File: src/rtl/freq_meter_pkg.sv
// Shared types and helpers for the gated frequency meter.
package freq_meter_pkg;

   // Measurement controller states: waiting for a request, or counting inside a gate window.
   typedef enum logic {
      IDLE = 1'b0,
      GATE = 1'b1
   } fm_state_t;

   // Number of flops in the sig_in front end (two synchronizer flops plus one delay flop).
   localparam int SYNC_STAGES = 3;

   // Width of the gate down-counter. It only ever holds GATE_CYCLES-1 down to 0,
   // and it is kept at least one bit wide.
   function automatic int fm_gate_w(input int gate_cycles);
      int w;
      w = $clog2(gate_cycles);
      if (w < 1) begin
         w = 1;
      end
      return w;
   endfunction

endpackage

File: src/rtl/freq_meter_sync_edge.sv
// Two-flop synchronizer plus delay flop with a one-cycle rising-edge output.
// Reusable for any slow asynchronous level, such as a push button.
module sync_edge
   import freq_meter_pkg::*;
(
   input  logic clk,
   input  logic rst,
   input  logic async_in,
   output logic rise
);

   // stage_reg[0] = s1, stage_reg[1] = s2, stage_reg[2] = s3 (delay flop)
   logic [SYNC_STAGES-1:0] stage_reg;

   // Shift the asynchronous input through the synchronizer and delay flops.
   always_ff @(posedge clk) begin
      if (rst) begin
         stage_reg <= '0;
      end else begin
         stage_reg <= {stage_reg[SYNC_STAGES-2:0], async_in};
      end
   end

   // A rising edge is seen when the synchronized level is high and the delayed copy is still low.
   always_comb begin
      rise = stage_reg[1] & ~stage_reg[2];
   end

endmodule

File: src/rtl/freq_meter.sv
// Gated frequency counter: counts rising edges of sig_in over GATE_CYCLES hwclk cycles
// and publishes the result with a one-cycle valid strobe.
module freq_meter
   import freq_meter_pkg::*;
#(
   parameter int GATE_CYCLES = 12000000,
   parameter int CNT_W       = 24
)
(
   input  logic             hwclk,
   input  logic             rst,
   input  logic             sig_in,
   input  logic             start,
   input  logic             continuous,
   output logic             busy,
   output logic [CNT_W-1:0] count,
   output logic             count_valid,
   output logic             overflow
);

   localparam int             GW        = fm_gate_w(GATE_CYCLES);
   localparam logic [GW-1:0]  GATE_LOAD = GW'(GATE_CYCLES - 1);
   localparam logic [CNT_W-1:0] CNT_MAX = '1;

   fm_state_t        state_reg, state_next;
   logic [GW-1:0]    gate_cnt_reg, gate_cnt_next;
   logic [CNT_W-1:0] edge_cnt_reg, edge_cnt_next;
   logic             win_ovf_reg, win_ovf_next;
   logic [CNT_W-1:0] count_reg;
   logic             overflow_reg;
   logic             count_valid_reg;

   logic             sig_rise;
   logic             launch;
   logic             final_cycle;
   logic             at_max;
   logic [CNT_W-1:0] sum_cnt;
   logic             sum_ovf;

   sync_edge u_sync_edge (
      .clk      (hwclk),
      .rst      (rst),
      .async_in (sig_in),
      .rise     (sig_rise)
   );

   // Decode window start / window end and build the saturating edge sum for this cycle.
   always_comb begin
      launch      = (state_reg == IDLE) && (start || continuous);
      final_cycle = (state_reg == GATE) && (gate_cnt_reg == '0);
      at_max      = (edge_cnt_reg == CNT_MAX);
      sum_cnt     = (sig_rise && !at_max) ? edge_cnt_reg + CNT_W'(1) : edge_cnt_reg;
      sum_ovf     = win_ovf_reg | (sig_rise & at_max);
   end

   // State register.
   always_ff @(posedge hwclk) begin
      if (rst) begin
         state_reg <= IDLE;
      end else begin
         state_reg <= state_next;
      end
   end

   // Next-state logic: a window ends back in IDLE unless continuous is still requested.
   always_comb begin
      state_next = state_reg;
      case (state_reg)
         IDLE: begin
            if (launch) begin
               state_next = GATE;
            end
         end
         GATE: begin
            if (final_cycle && !continuous) begin
               state_next = IDLE;
            end
         end
         default: state_next = IDLE;
      endcase
   end

   // Output logic: busy simply reflects being inside a window.
   always_comb begin
      busy        = (state_reg == GATE);
      count       = count_reg;
      count_valid = count_valid_reg;
      overflow    = overflow_reg;
   end

   // Gate and edge counter next values. In continuous mode the final cycle reloads both,
   // so the publish cycle becomes the first counting cycle of the next window.
   always_comb begin
      gate_cnt_next = gate_cnt_reg;
      edge_cnt_next = edge_cnt_reg;
      win_ovf_next  = win_ovf_reg;
      if (launch) begin
         gate_cnt_next = GATE_LOAD;
         edge_cnt_next = '0;
         win_ovf_next  = 1'b0;
      end else if (state_reg == GATE) begin
         if (final_cycle) begin
            if (continuous) begin
               gate_cnt_next = GATE_LOAD;
               edge_cnt_next = '0;
               win_ovf_next  = 1'b0;
            end else begin
               edge_cnt_next = sum_cnt;
               win_ovf_next  = sum_ovf;
            end
         end else begin
            gate_cnt_next = gate_cnt_reg - GW'(1);
            edge_cnt_next = sum_cnt;
            win_ovf_next  = sum_ovf;
         end
      end
   end

   // Counter registers and result publishing; the final cycle's own edge is part of the result.
   always_ff @(posedge hwclk) begin
      if (rst) begin
         gate_cnt_reg    <= '0;
         edge_cnt_reg    <= '0;
         win_ovf_reg     <= 1'b0;
         count_reg       <= '0;
         overflow_reg    <= 1'b0;
         count_valid_reg <= 1'b0;
      end else begin
         gate_cnt_reg    <= gate_cnt_next;
         edge_cnt_reg    <= edge_cnt_next;
         win_ovf_reg     <= win_ovf_next;
         count_valid_reg <= final_cycle;
         if (final_cycle) begin
            count_reg    <= sum_cnt;
            overflow_reg <= sum_ovf;
         end
      end
   end

endmodule

File: config.mk
export PLATFORM = sky130hd
export DESIGN_NAME = freq_meter
export DESIGN_NICKNAME = d
export VERILOG_FILES = /design/src/rtl/freq_meter_pkg.sv /design/src/rtl/freq_meter_sync_edge.sv /design/src/rtl/freq_meter.sv
export SDC_FILE = /design/constraint.sdc
export NUM_CORES = 1
export LEC_CHECK = 0
export ABC_AREA = 1
export CORE_ASPECT_RATIO = 0.9
export CORE_MARGIN = 2
export CORE_UTILIZATION = 55
export CTS_BUF_LIST = sky130_fd_sc_hd__clkbuf_4
export DETAILED_ROUTE_END_ITERATION = 8
export GPL_TIMING_DRIVEN = 1
export PLACE_DENSITY_LB_ADDON = 0.05
export SYNTH_ARGS = -nofsm -noshare
export SYNTH_HDL_FRONTEND = slang
export SYNTH_HIERARCHICAL = 1
export SYNTH_SLANG_ARGS = --single-unit
File: constraint.sdc
create_clock -name hwclk -period 1.7 [get_ports hwclk]
set_input_delay 0.34 -clock hwclk [delete_from_list [all_inputs] [get_ports hwclk]]
set_output_delay 0.34 -clock hwclk [all_outputs]
set_load 0.01 [all_outputs]
==> metrics.csv <==
stage,metric,value,unit
cts,cts_tree,built,
sta,finalCritPeriodShare,0.995,
cells_and_area,area_growth,33.0,%
critical_path,max_stage_delay,0.35,ns
critical_path,worst_path_max_delay_cell,dfxtp_2,
route,dr.first_iter.drc_count,364,
sta,setup_ws,0.00874,ns
place,dp_hpwl,8.93,mm
sta,timing.fmax,591,MHz
place,place_inst,900,
job,maxCapViolCount,0,
synth,synth_edf_count,0,
cells_and_area,layout-drive-gt1-share,0.242,
route,route.detailed.drc,0,
cts,clk_pin_slew,0.13,ns
synth,synthSimpleGateAreaFrac,0.368,
floorplan,initial_core_util,0.565,
route,routed_wl,13.0,mm
place,pre_cts_ws,-0.115,ns
pwr,ir_worst_vdd,0.000637,V
global_routing,grt_max_degree,31,
critical_path,cp.arrival,2.03,ns
critical_path,crit_top_cell,nand2_4,
synth,synth.area.top_cells,"dfxtp_1 35%, nand2_1 20%, nor2_1 7.9%",
synth,synth_top_family_by_area,simple AND/OR/NAND/NOR gates,
synth,ys_seq_area_frac,0.351,
global_routing,grt_pass1_vias,4382,
cells_and_area,layout_common_cells,"223 x nand2_1, 79 x nor2_1, 77 x buf_4",
place,gp_congestion,0.971,
critical_path,crit_type,register to register,
status,status,"complete, no violations",
synth,synth_xor_xnor_area_share,0.0369,
cts,cts_hold_buf,0,
floorplan,coreArea,0.00799,sq mm
synth,synthesis.area,0.00451,sq mm
route,ant_nets,0,
place,post_dp_cell_area,0.00544,sq mm
route,vias,4862,
cells_and_area,diodes,0,
sta,rsz0062_at_grt,yes,
global_routing,grt_pass1_wl,20.5,mm
synth,ys_async_sr_fraction,0,
synth,ys_seq_elements,79,
place,portBuffers,31,
sta,fin_crit,1.69,ns
synth,synthAdderAreaFrac,0.00832,
floorplan,fp.dieH,89.9,um
pwr,power,3.82,mW
synth,yosysTopAreaCellShare,0.351,
sta,clock_skew,0.0278,ns
cells_and_area,layout.cells.most_common,nand2_1,
critical_path,worstPathRequired,2.04,ns
cells_and_area,fin_nets,832,
synth,synth_mux_area_frac,0,
cells_and_area,design_area,0.00600,sq mm
critical_path,crit_fanout,6,
pwr,p_comb_frac,0.160,
cells_and_area,post-route-util,0.751,
floorplan,io_pins,32,
sta,finalMaxSlewViolations,0,
sta,slew_headroom,0.768,
synth,yosys.area.top_type,dfxtp_1,
cts,cts_inserted_buffers,9,
cts,insertion_delay,0.44,ns
global_routing,grt_overflow,0,
floorplan,dieWidth,99.5,um
floorplan,row_count,31,
critical_path,endpoint_kind,register,
pwr,swShare,0.282,
route,routed_via_density,5.25,
cts,clock-root-buffer,clkbuf_4,
floorplan,dieArea,0.00894,sq mm
synth,synth_cells,714,
synth,avgSynthCellArea,6.32,sq um
synth,syn-num-nets,722,
critical_path,critPathLaunchType,register,
global_routing,antenna_found_initial,0,
global_routing,grt_usage,0.283,
route,wire_per_inst,14.0,um
hold_path,hp-start,sig_in,
synth,yosysWarnings,6,
sta,finalSetupViolations,0,
cts,cts_num_sinks,79,
sta,tightest_slew,0.347,ns
hold_path,hold_class,input pin to register,
synth,synth-main-ff-cell,dfxtp_1,
critical_path,cp_cell_sequence,inv_4 > ha_4 > nand4_1 > nor2_1 > nand3_2 > inv_2 > nand2_4 > nand2_4 > buf_6 > nand2_1 > and3_1,
pwr,p_sw,1.08,mW
sta,hold_viol_final,0,
synth,ys_types,33,
pwr,p_leak,2.85,nW
cts,cts_buffer_depth,2,
pwr,clock_power_share,0.331,
critical_path,worstSetupStartpoint,gate_cnt_reg[1],
critical_path,rr_startpoint,gate_cnt_reg[1],
synth,synth_compound_area_frac,0.140,
pwr,p_seq_frac,0.509,
cts,htreeDepth,3,
cells_and_area,layout.cells.non_filler,926,
pwr,power_density,637,mW/mm^2
route,firstDrtPassIters,6,
pwr,p_int,2.74,mW
-- per-layer routing --
metal / up-vias / wire length, um / part of all wire / GRT usage
li1: 2463 / - / - / -
met1: 2173 / 6090 / 0.47 / 0.416
met2: 206 / 5550 / 0.43 / 0.412
met3: 20 / 1130 / 0.087 / 0.0653
met4: 0 / 178 / 0.014 / 0.0811
met5: - / 0 / 0 / 0
-- power by group through the flow --
| stage | logic, mW | registers [mW] | clock network (mW) |
|---|---|---|---|
| 6_report | 0.612 | 1.95 | 1.27 |
| 5_1_grt | 0.668 | 1.95 | 1.36 |
| 4_1_cts | 0.546 | 1.94 | 1.30 |
| 3_5_place_dp | 0.528 | 1.97 | 0 |
| 3_3_place_gp | 0.517 | 1.97 | 0 |
| 2_1_floorplan | 0.310 | 1.97 | 0 |
-- kinds of logic (layout without fill, tap and decap cells) --
kind of cell,after synthesis,in the layout
simple gates,402,404
compound gates,107,107
buf+inv,104,215
flops,79,79
xor+xnor,19,19
fa+ha+maj,3,3
-- final timing paths --
check | endpoint | slack, ns | depth (start not counted)
worst max register to register | gate_cnt_reg[3] | 0.009 | 11
worst min register to register | u_sync_edge/stage_reg[1] | 0.42 | 2
worst min-delay path | u_sync_edge/stage_reg[0] | 0.40 | 3
worst max-delay path | gate_cnt_reg[3] | 0.009 | 11
-- worst max-delay path, delay by kind of cell (launching register included) --
kind,cells,cell delay [ns]
buffers and inverters,3,0.34
DFF,1,0.35
and+or+nand+nor,7,0.75
adders and majority gates,1,0.15
-- Yosys cell counts (all sizes together), types with 2 or more instances --
cell type    n
and3         3
nand3       34
buf         11
nand2      242
xnor2        9
nand4        9
clkbuf      12
nor3         9
o21a         9
dfxtp       79
nor2       103
ha           3
o21ai       38
xor2        10
inv         81
o21bai      16
a21oi       40
a31oi        2
-- repair_timing --
item	4_1_cts	5_1_grt
setup endpoints to repair	49	83
setup buffers	4	6
pin swaps	4	23
resized for setup	29	95
cloned	2	1
-- per-stage QoR --
step	hold slack (ns)	setup TNS [ns]
5_1_grt	0.406	-3.02
3_5_place_dp	0.399	-0.636
6_report	0.398	0
3_3_place_gp	0.391	-0.433
2_1_floorplan	0.388	0
4_1_cts	0.377	0
-- layout make-up --
cell class	count	area [sq um]
Fill cell	670	1990
Tap cell	99	124
Timing Repair Buffer	120	1060
Clock buffer	10	75.1
Clock inverter	4	72.6
Sequential cell	79	1610
Inverter	81	312
Multi-Input combinational cell	533	2750
(Power assumes the default switching activity.)
